<file path="src/rtl/dmem_port_arbiter_if.sv">
// Shared data-memory port bundle: CPU requester, loader requester and the memory side.
// The arbiter takes the slave view; the CPU/loader/memory environment takes the master view.
interface dmem_port_arbiter_if #(
  parameter int VLEN = 128
);
  logic            c_req;
  logic [31:0]     c_addr;
  logic [VLEN-1:0] c_wdata;
  logic [3:0]      c_wmem;
  logic            c_vector;
  logic            c_gnt;
  logic            c_valid;

  logic            l_req;
  logic [31:0]     l_addr;
  logic [VLEN-1:0] l_wdata;
  logic [3:0]      l_wmem;
  logic            l_vector;
  logic            l_lock;
  logic            l_gnt;
  logic            l_valid;

  logic [VLEN-1:0] rdata;

  logic [31:0]     m_addr;
  logic [VLEN-1:0] m_wdata;
  logic [3:0]      m_wmem;
  logic            m_vector;
  logic [VLEN-1:0] m_rdata;

  modport slave (
    input  c_req, c_addr, c_wdata, c_wmem, c_vector,
    output c_gnt, c_valid,
    input  l_req, l_addr, l_wdata, l_wmem, l_vector, l_lock,
    output l_gnt, l_valid,
    output rdata,
    output m_addr, m_wdata, m_wmem, m_vector,
    input  m_rdata
  );

  modport master (
    output c_req, c_addr, c_wdata, c_wmem, c_vector,
    input  c_gnt, c_valid,
    output l_req, l_addr, l_wdata, l_wmem, l_vector, l_lock,
    input  l_gnt, l_valid,
    input  rdata,
    input  m_addr, m_wdata, m_wmem, m_vector,
    output m_rdata
  );
endinterface

</file>
<file path="src/rtl/dmem_port_arbiter.sv">
// CPU/loader round-robin arbiter for one data-memory port; req->gnt 1 cycle, read data 2 cycles.
// Losers simply wait with req held (no queueing); loader lock bursts are capped at MAXBURST while the CPU waits.
module dmem_port_arbiter #(
  parameter int VLEN     = 128,
  parameter int MAXBURST = 4
) (
  input logic                clk,
  input logic                clrn,
  dmem_port_arbiter_if.slave bus
);
  typedef enum logic [1:0] {
    OWN_NONE = 2'd0,
    OWN_CPU  = 2'd1,
    OWN_LDR  = 2'd2
  } owner_t;

  localparam logic [3:0] BURST_CAP = 4'(MAXBURST);

  owner_t          owner_q, owner_d;
  logic            last_ldr_q, last_ldr_d;
  logic [3:0]      burst_cnt_q, burst_cnt_d;
  logic            c_valid_q, l_valid_q;
  logic [VLEN-1:0] rdata_q;

  logic [31:0]     m_addr;
  logic [VLEN-1:0] m_wdata;
  logic [3:0]      m_wmem;
  logic            m_vector;
  logic            rd_cycle;

  // The current cycle's grant is folded into last_served and burst_cnt before
  // deciding, so a port that owns now counts as most recently served.
  always_comb begin
    last_ldr_d  = last_ldr_q;
    burst_cnt_d = '0;
    if (owner_q == OWN_CPU) begin
      last_ldr_d = 1'b0;
    end else if (owner_q == OWN_LDR) begin
      last_ldr_d  = 1'b1;
      burst_cnt_d = (burst_cnt_q < BURST_CAP) ? burst_cnt_q + 4'd1 : burst_cnt_q;
    end
  end

  always_comb begin
    owner_d = OWN_NONE;
    case ({bus.c_req, bus.l_req})
      2'b10:   owner_d = OWN_CPU;
      2'b01:   owner_d = OWN_LDR;
      2'b11: begin
        if (owner_q == OWN_LDR && bus.l_lock && burst_cnt_d < BURST_CAP) begin
          owner_d = OWN_LDR;
        end else if (last_ldr_d) begin
          owner_d = OWN_CPU;
        end else begin
          owner_d = OWN_LDR;
        end
      end
      default: owner_d = OWN_NONE;
    endcase
  end

  always_comb begin
    m_addr   = '0;
    m_wdata  = '0;
    m_wmem   = '0;
    m_vector = 1'b0;
    if (owner_q == OWN_CPU) begin
      m_addr   = bus.c_addr;
      m_wdata  = bus.c_wdata;
      m_wmem   = bus.c_wmem;
      m_vector = bus.c_vector;
    end else if (owner_q == OWN_LDR) begin
      m_addr   = bus.l_addr;
      m_wdata  = bus.l_wdata;
      m_wmem   = bus.l_wmem;
      m_vector = bus.l_vector;
    end
  end

  assign rd_cycle = (owner_q != OWN_NONE) && (m_wmem == 4'd0);

  always_ff @(posedge clk or negedge clrn) begin
    if (!clrn) begin
      owner_q     <= OWN_NONE;
      last_ldr_q  <= 1'b1;
      burst_cnt_q <= '0;
      c_valid_q   <= 1'b0;
      l_valid_q   <= 1'b0;
      rdata_q     <= '0;
    end else begin
      owner_q     <= owner_d;
      last_ldr_q  <= last_ldr_d;
      burst_cnt_q <= burst_cnt_d;
      c_valid_q   <= rd_cycle && (owner_q == OWN_CPU);
      l_valid_q   <= rd_cycle && (owner_q == OWN_LDR);
      if (rd_cycle) begin
        rdata_q <= bus.m_rdata;
      end
    end
  end

  assign bus.c_gnt    = (owner_q == OWN_CPU);
  assign bus.l_gnt    = (owner_q == OWN_LDR);
  assign bus.c_valid  = c_valid_q;
  assign bus.l_valid  = l_valid_q;
  assign bus.rdata    = rdata_q;
  assign bus.m_addr   = m_addr;
  assign bus.m_wdata  = m_wdata;
  assign bus.m_wmem   = m_wmem;
  assign bus.m_vector = m_vector;
endmodule

</file>
<file path="src/flat_wrapper.sv">
// flat-port wrapper written by rule: the top's interface ports become plain ports
module dmem_port_arbiter_flat 
#(
  parameter int VLEN     = 128,
  parameter int MAXBURST = 4
)
  (clk, clrn, bus_c_req, bus_c_addr, bus_c_wdata, bus_c_wmem, bus_c_vector, bus_c_gnt, bus_c_valid, bus_l_req, bus_l_addr, bus_l_wdata, bus_l_wmem, bus_l_vector, bus_l_lock, bus_l_gnt, bus_l_valid, bus_rdata, bus_m_addr, bus_m_wdata, bus_m_wmem, bus_m_vector, bus_m_rdata);
  dmem_port_arbiter_if #(.VLEN(VLEN)) bus_i ();
  input logic clk;
  input logic clrn;
  input wire logic [$bits(bus_i.c_req)-1:0] bus_c_req;
  input wire logic [$bits(bus_i.c_addr)-1:0] bus_c_addr;
  input wire logic [$bits(bus_i.c_wdata)-1:0] bus_c_wdata;
  input wire logic [$bits(bus_i.c_wmem)-1:0] bus_c_wmem;
  input wire logic [$bits(bus_i.c_vector)-1:0] bus_c_vector;
  output wire logic [$bits(bus_i.c_gnt)-1:0] bus_c_gnt;
  output wire logic [$bits(bus_i.c_valid)-1:0] bus_c_valid;
  input wire logic [$bits(bus_i.l_req)-1:0] bus_l_req;
  input wire logic [$bits(bus_i.l_addr)-1:0] bus_l_addr;
  input wire logic [$bits(bus_i.l_wdata)-1:0] bus_l_wdata;
  input wire logic [$bits(bus_i.l_wmem)-1:0] bus_l_wmem;
  input wire logic [$bits(bus_i.l_vector)-1:0] bus_l_vector;
  input wire logic [$bits(bus_i.l_lock)-1:0] bus_l_lock;
  output wire logic [$bits(bus_i.l_gnt)-1:0] bus_l_gnt;
  output wire logic [$bits(bus_i.l_valid)-1:0] bus_l_valid;
  output wire logic [$bits(bus_i.rdata)-1:0] bus_rdata;
  output wire logic [$bits(bus_i.m_addr)-1:0] bus_m_addr;
  output wire logic [$bits(bus_i.m_wdata)-1:0] bus_m_wdata;
  output wire logic [$bits(bus_i.m_wmem)-1:0] bus_m_wmem;
  output wire logic [$bits(bus_i.m_vector)-1:0] bus_m_vector;
  input wire logic [$bits(bus_i.m_rdata)-1:0] bus_m_rdata;
  assign bus_i.c_req = bus_c_req;
  assign bus_i.c_addr = bus_c_addr;
  assign bus_i.c_wdata = bus_c_wdata;
  assign bus_i.c_wmem = bus_c_wmem;
  assign bus_i.c_vector = bus_c_vector;
  assign bus_c_gnt = bus_i.c_gnt;
  assign bus_c_valid = bus_i.c_valid;
  assign bus_i.l_req = bus_l_req;
  assign bus_i.l_addr = bus_l_addr;
  assign bus_i.l_wdata = bus_l_wdata;
  assign bus_i.l_wmem = bus_l_wmem;
  assign bus_i.l_vector = bus_l_vector;
  assign bus_i.l_lock = bus_l_lock;
  assign bus_l_gnt = bus_i.l_gnt;
  assign bus_l_valid = bus_i.l_valid;
  assign bus_rdata = bus_i.rdata;
  assign bus_m_addr = bus_i.m_addr;
  assign bus_m_wdata = bus_i.m_wdata;
  assign bus_m_wmem = bus_i.m_wmem;
  assign bus_m_vector = bus_i.m_vector;
  assign bus_i.m_rdata = bus_m_rdata;
  dmem_port_arbiter #(.VLEN(VLEN), .MAXBURST(MAXBURST)) u_core (.clk(clk), .clrn(clrn), .bus(bus_i));
endmodule
</file>
<file path="config.mk">
export PLATFORM = sky130hd
export DESIGN_NAME = dmem_port_arbiter_flat
export DESIGN_NICKNAME = d
export VERILOG_FILES = /design/src/rtl/dmem_port_arbiter_if.sv /design/src/rtl/dmem_port_arbiter.sv /design/src/flat_wrapper.sv
export SDC_FILE = /design/constraint.sdc
export NUM_CORES = 1
export LEC_CHECK = 0
export CORE_AREA = 8 8 291 293
export DETAILED_ROUTE_END_ITERATION = 16
export DIE_AREA = 0 0 299 301
export GPL_TIMING_DRIVEN = 0
export PLACE_DENSITY = 0.32
export SYNTH_ARGS = -nofsm -noshare
export SYNTH_HDL_FRONTEND = slang
export SYNTH_SLANG_ARGS = --single-unit
</file>
<file path="constraint.sdc">
create_clock -name clk -period 4.3 [get_ports clk]
set_input_delay 0.86 -clock clk [delete_from_list [all_inputs] [get_ports clk]]
set_output_delay 0.86 -clock clk [all_outputs]
set_load 0.05 [all_outputs]
</file>
==> flow_metrics.py, run 1 <==
metrics = {
    "power": {
        "power.internal_mw": 4.83,
        "p_leak_nw": 7.18,
        "power_frac_seq": 0.218,
        "total_switching_power_mw": 4.27,
        "gate_power_share": 0.614,
        "p_sw_frac": 0.469,
        "max-vdd-ir-drop_mv": 0.192,
        "power.clock.fraction": 0.168,
        "power_density_nw_per_um2": 537,
    },
    "setup_path": {
        "r2r_cells": 5,
        "setup.worst_path.class": "flip-flop to primary output",
        "crit_buf_inv": 4,
        "required_ps": 3440,
        "critPathLaunchType": "flip-flop",
        "critPathCaptureType": "primary output",
        "path_cells": "nand2b_1 > inv_1 > clkbuf_2 > clkbuf_1 > a22o_1 > clkdlybuf4s50_1",
        "cpPeakStageDelay_ps": 980,
        "timing.critical_path.arrival_ps": 3290,
        "cp_top_family": "buffers and inverters",
        "regToRegSetupSlack_ps": 2610,
        "crit_fanout": 10,
        "r2r_end": "u_core.bus.l_valid",
        "cell_at_the_slowest_stage_of_the_critical_path": "clkdlybuf4s50_1",
        "worstReg2RegStart": "u_core.owner_q[1]",
    },
    "grt": {
        "global_route.overflow_total": 0,
        "globalRouteTotalUtil": 0.126,
        "maximum_number_of_pins_on_one_net_before_global_route_repair": 87,
        "grt_antenna_before_repair": 21,
        "first_global_vias": 8769,
        "grt_pass1_wl_um": 79300,
    },
    "clocking": {
        "cts_hold_buf": 0,
        "cts_max_level": 4,
        "clock_latency_at_the_later_pin_of_the_worst_skew_pair_ps": 440,
        "tritoncts": "yes",
        "cts-root-buf": "clkbuf_16",
        "cts-buffers-inserted": 17,
        "cts_num_sinks": 137,
        "clk_path_buf_depth": 2,
        "clkTransAtPathRegs_ps": 70,
    },
    "timing": {
        "clock-skew-final_ps": 9.13,
        "slew-limit-headroom": 0.516,
        "timing.final.setup_violations": 0,
        "drv_slew": 0,
        "slew_at_the_pin_closest_to_its_max_slew_limit_ps": 724,
        "period_share": 0.964,
        "timing_hold_violations_final": 0,
        "achievable-frequency_mhz": 241,
        "layout_min_cycle_time_ps": 4150,
    },
    "route": {
        "post_drt_via_cell_ratio": 3.31,
        "drc": 0,
        "detail_route.iter0.violations": 288,
        "drt_first_pass_iters": 4,
        "routed_wl_um": 59600,
        "routedWlPerCell_um": 25.1,
        "postRouteAntennaNets": 0,
        "detailroute.via_count": 7870,
    },
    "yosys": {
        "synth.cell_area_um2": 7330,
        "ys.warnings.count": 0,
        "ys_types": 26,
        "async_reset_ff_frac": 1.00,
        "netlist_top_cells_area": "dfrtp_1, mux2_4, a22o_1",
        "seq_area_frac_synth": 0.468,
        "netlist_top_cells_count": "a22o_1, dfrtp_1, mux2_4",
        "mappedNetlistNets": 976,
        "yosys_most_used_dff": "dfrtp_1",
        "yosysMostFrequentCell": "a22o_1",
        "post_synth_inst_count": 512,
        "post-synth-top-area-cell": "dfrtp_1",
        "synthDominantCellAreaShare": 0.464,
        "synth_enable_flop_cells": 0,
        "avgSynthCellArea_um2": 14.3,
        "synth-seq-cells": 137,
    },
    "layout": {
        "signed_area_change_from_the_synthesized_netlist_to_the_final_layout_pct": 131,
        "fin_util": 0.212,
        "layout-drive-gt1-share": 0.153,
        "num-nets-final": 1755,
        "fillcell_total": 8734,
        "design_area_um2": 17000,
    },
    "floorplanning": {
        "starting_density": 0.0917,
        "floorplan.die.height_um": 301,
        "num_io_pins": 760,
        "die_width_um": 299,
        "placementRows": 104,
        "coreArea_um2": 79900,
        "floorplan.die_area_um2": 90000,
    },
    "placement": {
        "post_dp_hpwl_um": 52600,
        "detailed_place.area_um2": 16300,
        "final_gp_congestion": 0.808,
        "port-buffer-count": 759,
    },
    "run": {
        "drv_cap": 0,
    },
    "hold_path": {
        "hold_class": "input port to asynchronous set/reset pin",
    },
    "status": {
        "outcome": "finished clean",
    },
}
-- state kept, by name (all words and copies together), names as in the netlist --
name	count
u_core.burst_cnt_q	4
u_core.last_ldr_q	1
u_core.owner_q	2
u_core.bus.l_valid	1
u_core.bus.rdata	128
u_core.bus.c_valid	1
-- placed cells by master (no fill, tap or decap), types with 2 or more instances in the layout --
cell / n
buf_2: 2
nand2_1: 3
clkbuf_2: 17
mux2_4: 120
o21ai_0: 2
clkbuf_8: 2
a22o_1: 164
clkinv_2: 2
clkbuf_16: 17
clkinv_4: 2
dlygate4sd2_1: 8
dlymetal6s2s_1: 17
clkdlybuf4s50_1: 733
buf_6: 3
dfrtp_1: 136
buf_12: 11
inv_6: 3
inv_1: 4
bufinv_16: 2
clkbuf_1: 17
nand2b_1: 2
mux2_2: 8
diode_2: 11
a21oi_1: 3
clkinvlp_4: 4
nor2_1: 7
-- kinds of logic (layout without fill, tap and decap cells) --
group,Yosys count,count (layout),share of synthesized area
AOI/OAI and AO/OA,173,173,0.204
DFF,137,137,0.468
muxes,128,128,0.258
buffers and inverters,56,848,0.0562
and+or+nand+nor,16,16,0.0111
adders and majority gates,1,1,0.00171
xor gates and xnor gates,1,1,0.00120
other,0,11,0
-- power groups by stage --
stage | Clock, mW | Combinational [mW] | Sequential [mW]
global placement | 0 | 5.69 | 2.00
detailed placement | 0 | 5.67 | 2.01
CTS | 1.62 | 5.69 | 2.00
global route | 1.66 | 5.80 | 2.05
floorplan | 0 | 1.84 | 3.53
finish | 1.53 | 5.59 | 1.99
-- through the flow --
stage | hold slack (ps) | setup TNS (ps) | setup WS, ps | total power, mW | cells
floorplan | 439 | 0 | 1500 | 5.37 | 512
global placement | 457 | -572300 | -4220 | 7.69 | 2331
detailed placement | 454 | -73.5 | -28.6 | 7.68 | 2332
CTS | 298 | 0 | 1.18 | 9.30 | 2364
global route | 331 | -0.315 | -0.315 | 9.51 | 2370
finish | 320 | 0 | 155 | 9.11 | 2375
-- worst max path at each step --
stage	endpoint	cells after the start	slack (ps)	startpoint
5_1_grt	bus_m_wdata[49]	7	-0.3	u_core.owner_q[1]
3_3_place_gp	u_core.owner_q[0]	1	-4220	clrn
3_5_place_dp	bus_m_addr[29]	6	-30	u_core.owner_q[1]
6_report	bus_m_addr[17]	6	150	u_core.owner_q[1]
4_1_cts	bus_m_addr[30]	7	1	u_core.owner_q[1]
2_1_floorplan	bus_m_wdata[122]	5	1500	u_core.owner_q[0]
-- layout make-up --
type	instances	area, µm²	share of cell area
inverter	5	18.8	0.00111
tap	1060	1330	0.0782
sequential	137	3430	0.202
clock inverter	13	144	0.00848
clock buffer	19	453	0.0267
multi-input combinational	319	3490	0.206
buffer	51	417	0.0246
timing repair buffer	760	7660	0.452
antenna	11	27.5	0.00162
-- what timing repair did --
action	4_1_cts	5_1_grt
gates cloned	0	0
setup endpoints to repair	112	69
gates resized for setup	18	34
buffers inserted	0	0
-- per-layer routing --
layer / global-route usage / vias up / wire length (µm)
met1: 0.127 / 3793 / 20900
met2: 0.228 / 445 / 30900
li1: - / 3567 / -
met4: 0.0495 / 6 / 1920
met3: 0.0570 / 59 / 5830
met5: 0 / - / 41
No activity file was read; power rests on OpenSTA's default activity.
==> run 2: changes to the inputs <==
- TNS_END_PERCENT: unset -> 1
==> run 2 against run 1 <==
Net effect:
- via count grew 0.27%
- clock power is essentially flat
- sequential power is essentially flat
- worst hold slack lost 0.89 ps
- die area is the same
- core utilization is essentially flat
- cell count is essentially flat
- critical endpoint unchanged
==> flow_metrics.py, run 2 (synthesis gave the netlist of run 1 again) <==
metrics = {
    "grt": {
        "grt_pass1_wl_um": 79300,
        "groute.layer.met3.usage": 0.0570,
        "most_used_routing_layer_in_global_routing": "met2",
        "grt_antenna_before_repair": 21,
        "maximum_number_of_pins_on_one_net_before_global_route_repair": 87,
        "first_global_vias": 8769,
        "globalRouteTotalUtil": 0.126,
        "globalRouteMet1Util": 0.127,
        "global_route.overflow_total": 0,
        "groute.layer.met2.usage": 0.228,
    },
    "route": {
        "drc": 0,
        "detail_route.iter0.violations": 295,
        "postRouteAntennaNets": 0,
        "detailroute.via_count": 7891,
        "routed_wl_um": 59600,
        "post_drt_via_cell_ratio": 3.32,
        "routedWlPerCell_um": 25.1,
        "drt_first_pass_iters": 4,
    },
    "timing": {
        "timing.final.setup_violations": 0,
        "slew-limit-headroom": 0.516,
        "slew_at_the_pin_closest_to_its_max_slew_limit_ps": 724,
        "layout_min_cycle_time_ps": 4160,
        "grt_setup_unrepaired": "yes",
        "timing_hold_violations_final": 0,
        "achievable-frequency_mhz": 241,
        "period_share": 0.967,
        "final_total_negative_setup_slack_ps": 0,
        "clock-skew-final_ps": 9.10,
        "drv_slew": 0,
    },
    "clocking": {
        "clk_path_buf_depth": 2,
        "cts-root-buf": "clkbuf_16",
        "tritoncts": "yes",
        "clock_latency_at_the_later_pin_of_the_worst_skew_pair_ps": 440,
        "cts_num_sinks": 137,
        "clkTransAtPathRegs_ps": 70,
        "cts_max_level": 4,
        "cts_hold_buf": 0,
        "cts-buffers-inserted": 17,
        "postCtsSetupRepairBufs": 0,
    },
    "floorplanning": {
        "placementRows": 104,
        "die_width_um": 299,
        "floorplan.die_area_um2": 90000,
        "starting_density": 0.0917,
        "floorplan.die.height_um": 301,
        "coreArea_um2": 79900,
        "num_io_pins": 760,
    },
    "setup_path": {
        "critPathCaptureType": "primary output",
        "required_ps": 3440,
        "cpPeakStageDelay_ps": 980,
        "path_cells": "nand2b_1 > inv_1 > clkbuf_2 > clkbuf_1 > a22o_1 > clkdlybuf4s50_1",
        "critPathLaunchType": "flip-flop",
        "crit_fanout": 10,
        "cell_at_the_slowest_stage_of_the_critical_path": "clkdlybuf4s50_1",
        "setup.worst_path.class": "flip-flop to primary output",
        "timing.critical_path.arrival_ps": 3300,
    },
    "power": {
        "max-vdd-ir-drop_mv": 0.192,
        "p_leak_nw": 7.15,
        "power_density_nw_per_um2": 537,
        "fin_total_pwr_mw": 9.11,
    },
    "layout": {
        "final_common_cell": "clkdlybuf4s50_1",
        "layout_common_cells": "clkdlybuf4s50_1, a22o_1, dfrtp_1",
        "num-nets-final": 1755,
        "signed_area_change_from_the_synthesized_netlist_to_the_final_layout_pct": 131,
        "layout-drive-gt1-share": 0.150,
        "largest_register_ffs": 128,
    },
    "status": {
        "outcome": "finished clean",
    },
    "hold_path": {
        "hold_class": "input port to asynchronous set/reset pin",
    },
    "placement": {
        "port-buffer-count": 759,
        "final_gp_congestion": 0.808,
        "post_dp_hpwl_um": 52600,
    },
    "run": {
        "drv_cap": 0,
    },
}
-- run 2: where the power goes --
part | switching, mW | leakage (nW) | internal [mW]
Sequential | 0.255 | 1.62 | 1.73
Clock | 0.641 | 0.282 | 0.889
Combinational | 3.38 | 5.25 | 2.21
-- run 2: path summary, 6_finish.rpt --
path	from	end	slack (ps)	depth (start not counted)
worst max register to register	u_core.owner_q[1]	u_core.bus.l_valid	2610	5
min in group clk	u_core.last_ldr_q	u_core.last_ldr_q	460	2
worst min-delay path	clrn	u_core.bus.rdata[9]	320	1
worst min register to register	u_core.last_ldr_q	u_core.last_ldr_q	460	2
worst max-delay path	u_core.owner_q[1]	bus_m_addr[17]	140	6
max in group asynchronous	clrn	u_core.last_ldr_q	3110	2
-- run 2: final cells by class --
| cell class | instances | area, µm² |
|---|---|---|
| Fill cell | 8734 | 62900 |
| Timing Repair Buffer | 760 | 7660 |
| Multi-Input combinational cell | 319 | 3490 |
| Sequential cell | 137 | 3430 |
| Tap cell | 1060 | 1330 |
| Clock buffer | 19 | 453 |
| Buffer | 51 | 412 |
| Clock inverter | 13 | 144 |
| Antenna cell | 10 | 25.0 |
| Inverter | 5 | 18.8 |
-- run 2: worst max-delay path, delay by kind of cell, from the launching register on --
| family | cells | cell delay (ps) |
|---|---|---|
| compound gates | 1 | 280 |
| simple gates | 1 | 200 |
| buf+inv | 4 | 1950 |
| flops | 1 | 400 |
-- run 2: what timing repair did --
item	in CTS	in global routing
gates cloned	0	0
endpoints found under the setup margin	112	69
gates resized for setup	18	25
-- run 2: layer usage --
metal	vias to the layer above	routed length (µm)	part of all wire
met5	-	41	0.00069
met4	6	1920	0.032
met3	59	5720	0.096
met2	444	30900	0.52
met1	3816	21000	0.35
li1	3566	-	-
-- run 2: through the flow --
step / setup WS, ps / hold slack (ps) / cell area [µm²] / instances / utilization
2_1_floorplan: 1500 / 439 / 7330 / 512 / -
3_3_place_gp: -4220 / 457 / 16300 / 2331 / 0.203
3_5_place_dp: -28.6 / 454 / 16300 / 2332 / 0.204
4_1_cts: 1.18 / 298 / 16900 / 2364 / 0.211
5_1_grt: -52.1 / 331 / 16900 / 2370 / 0.212
6_report: 143 / 320 / 17000 / 2374 / 0.212
==> run 3: changes to the inputs <==
- CELL_PAD_IN_SITES_DETAIL_PLACEMENT: unset -> 0
- CELL_PAD_IN_SITES_GLOBAL_PLACEMENT: unset -> 2
- CORE_AREA: 8 8 291 293 -> 8 8 289 291
- DIE_AREA: 0 0 299 301 -> 0 0 297 299
- GPL_ROUTABILITY_DRIVEN: unset -> 0
- PLACE_DENSITY: 0.32 -> 0.51
==> run 3 against run 2 <==
Net effect:
- highest routed layer unchanged
- combinational power is 0.9% lower
- sequential share of layout area is 0.11 points higher
- clock skew up 6.3 ps
- final area shrank 0.53%
- maximum frequency rose by 1.5%
- first-iteration DRC count shrank 44%
- routed wire length fell by 1.1%
- sequential power is essentially flat
- cell count is 0.38% lower
- power decreased by 1.1%
- largest power group unchanged
- global-route usage is essentially flat
==> flow_metrics.py, run 3 (synthesis gave the netlist of run 1 again) <==
metrics = {
    "timing": {
        "layout_min_cycle_time_ps": 4090,
        "slew-limit-headroom": 0.522,
        "grt_setup_unrepaired": "yes",
        "timing.final.setup_violations": 0,
        "clock-skew-final_ps": 15.4,
        "drv_slew": 0,
        "period_share": 0.952,
        "achievable-frequency_mhz": 244,
        "holdWs_ps": 318,
        "slew_at_the_pin_closest_to_its_max_slew_limit_ps": 714,
        "timing_hold_violations_final": 0,
    },
    "clocking": {
        "clkTransAtPathRegs_ps": 70,
        "clock_latency_at_the_later_pin_of_the_worst_skew_pair_ps": 470,
        "cts_max_level": 4,
        "clk_path_buf_depth": 2,
        "cts_hold_buf": 0,
        "cts-buffers-inserted": 17,
        "cts_num_sinks": 137,
        "cts-root-buf": "clkbuf_16",
        "tritoncts": "yes",
        "postCtsSetupRepairBufs": 0,
    },
    "layout": {
        "design_area_um2": 16900,
        "signed_area_change_from_the_synthesized_netlist_to_the_final_layout_pct": 130,
        "layout-drive-gt1-share": 0.150,
        "sequential_cell_area_um2": 3430,
        "num-nets-final": 1755,
        "largest_register_ffs": 128,
        "fillcell_total": 8505,
        "multi_input_area_um2": 3490,
        "layout_common_cells": "clkdlybuf4s50_1, a22o_1, dfrtp_1",
        "final_common_cell": "clkdlybuf4s50_1",
    },
    "power": {
        "power_density_nw_per_um2": 534,
        "gate_power_share": 0.615,
        "power.clock.fraction": 0.164,
        "p_sw_frac": 0.478,
        "power_frac_seq": 0.221,
        "total_switching_power_mw": 4.31,
        "power.internal_mw": 4.70,
        "p_leak_nw": 7.00,
        "max-vdd-ir-drop_mv": 0.296,
    },
    "floorplanning": {
        "starting_density": 0.0932,
        "coreArea_um2": 78600,
        "num_io_pins": 760,
        "floorplan.die_area_um2": 88800,
        "die_width_um": 297,
        "placementRows": 103,
        "floorplan.die.height_um": 299,
    },
    "route": {
        "drt_first_pass_iters": 4,
        "routed_wl_um": 58900,
        "routedWlPerCell_um": 24.9,
        "detail_route.iter0.violations": 164,
        "drc": 0,
        "route.top_layer_used": "met5",
        "met1Wirelength_um": 19800,
        "detailroute.wirelength.met2_um": 31400,
        "met3WireLength_um": 5650,
        "postRouteAntennaNets": 0,
        "detailroute.via_count": 7912,
        "post_drt_via_cell_ratio": 3.35,
    },
    "setup_path": {
        "cpPeakStageDelay_ps": 840,
        "setup.worst_path.class": "flip-flop to primary output",
        "critPathLaunchType": "flip-flop",
        "timing.critical_path.arrival_ps": 3230,
        "cell_at_the_slowest_stage_of_the_critical_path": "clkdlybuf4s50_1",
        "path_cells": "nand2b_1 > inv_1 > clkbuf_2 > clkbuf_1 > a22o_1 > clkdlybuf4s50_1",
        "crit_fanout": 10,
        "required_ps": 3440,
        "critPathCaptureType": "primary output",
    },
    "run": {
        "drv_cap": 0,
    },
    "grt": {
        "grt_pass1_wl_um": 78700,
        "globalRouteTotalUtil": 0.126,
        "grt_antenna_before_repair": 25,
        "maximum_number_of_pins_on_one_net_before_global_route_repair": 84,
        "first_global_vias": 9023,
        "global_route.overflow_total": 0,
    },
    "placement": {
        "detailed_place.area_um2": 16300,
        "port-buffer-count": 759,
        "post_dp_hpwl_um": 51900,
    },
    "hold_path": {
        "hold_class": "input port to asynchronous set/reset pin",
    },
    "status": {
        "outcome": "finished clean",
    },
}
[run 3: timing repair]
item | in CTS | in global routing
pin swaps | 0 | 0
setup endpoints to repair | 140 | 28
resized for setup | 37 | 6
[run 3: worst paths after layout]
check / slack [ps] / start / to / cells past startpoint
setup / recovery: 210 / u_core.owner_q[1] / bus_m_wdata[1] / 6
hold / removal: 320 / clrn / u_core.bus.rdata[59] / 1
setup reg to reg: 2550 / u_core.owner_q[1] / u_core.bus.l_valid / 5
hold reg to reg: 460 / u_core.last_ldr_q / u_core.last_ldr_q / 2
max in group asynchronous: 3090 / clrn / u_core.last_ldr_q / 2
min in group clk: 460 / u_core.last_ldr_q / u_core.last_ldr_q / 2
[run 3: critical path: cells and delay by family, from the launching register on]
family / cells / cell delay (ps)
simple gates: 1 / 290
flops: 1 / 420
buf+inv: 4 / 1810
compound gates: 1 / 250
[run 3: power groups by stage]
stage | sequential, mW | clock [mW] | combinational, mW
2_1_floorplan | 3.53 | 0 | 1.84
3_3_place_gp | 2.01 | 0 | 5.64
3_5_place_dp | 2.02 | 0 | 5.63
4_1_cts | 2.00 | 1.56 | 5.63
5_1_grt | 2.05 | 1.60 | 5.74
6_report | 1.99 | 1.48 | 5.54
[run 3: area by class of cell]
cell class                 count  share of cell area
antenna                       11             0.00163
buffer                        51              0.0244
clock buffer                  18              0.0260
clock inverter                14             0.00772
inverter                       5             0.00111
multi-input combinational    319               0.207
sequential                   137               0.203
tap                         1050              0.0779
timing repair buffer         760               0.451
[run 3: through the flow]
step,setup TNS (ps),power [mW],instances,worst slack (ps),utilization
after floorplan,0,5.37,512,1500,-
after global placement,-553420,7.65,2321,-4080,0.207
after detailed placement,0,7.65,2322,102,0.207
after CTS,0,9.19,2354,5.21,0.214
after global routing,-14.5,9.39,2359,-14.5,0.214
final,0,9.01,2365,206,0.215
[run 3: routing by layer]
metal,global-route usage,up-vias
met4,0.0507,24
met5,0,-
li1,-,3568
met2,0.237,466
met3,0.0606,74
met1,0.117,3780
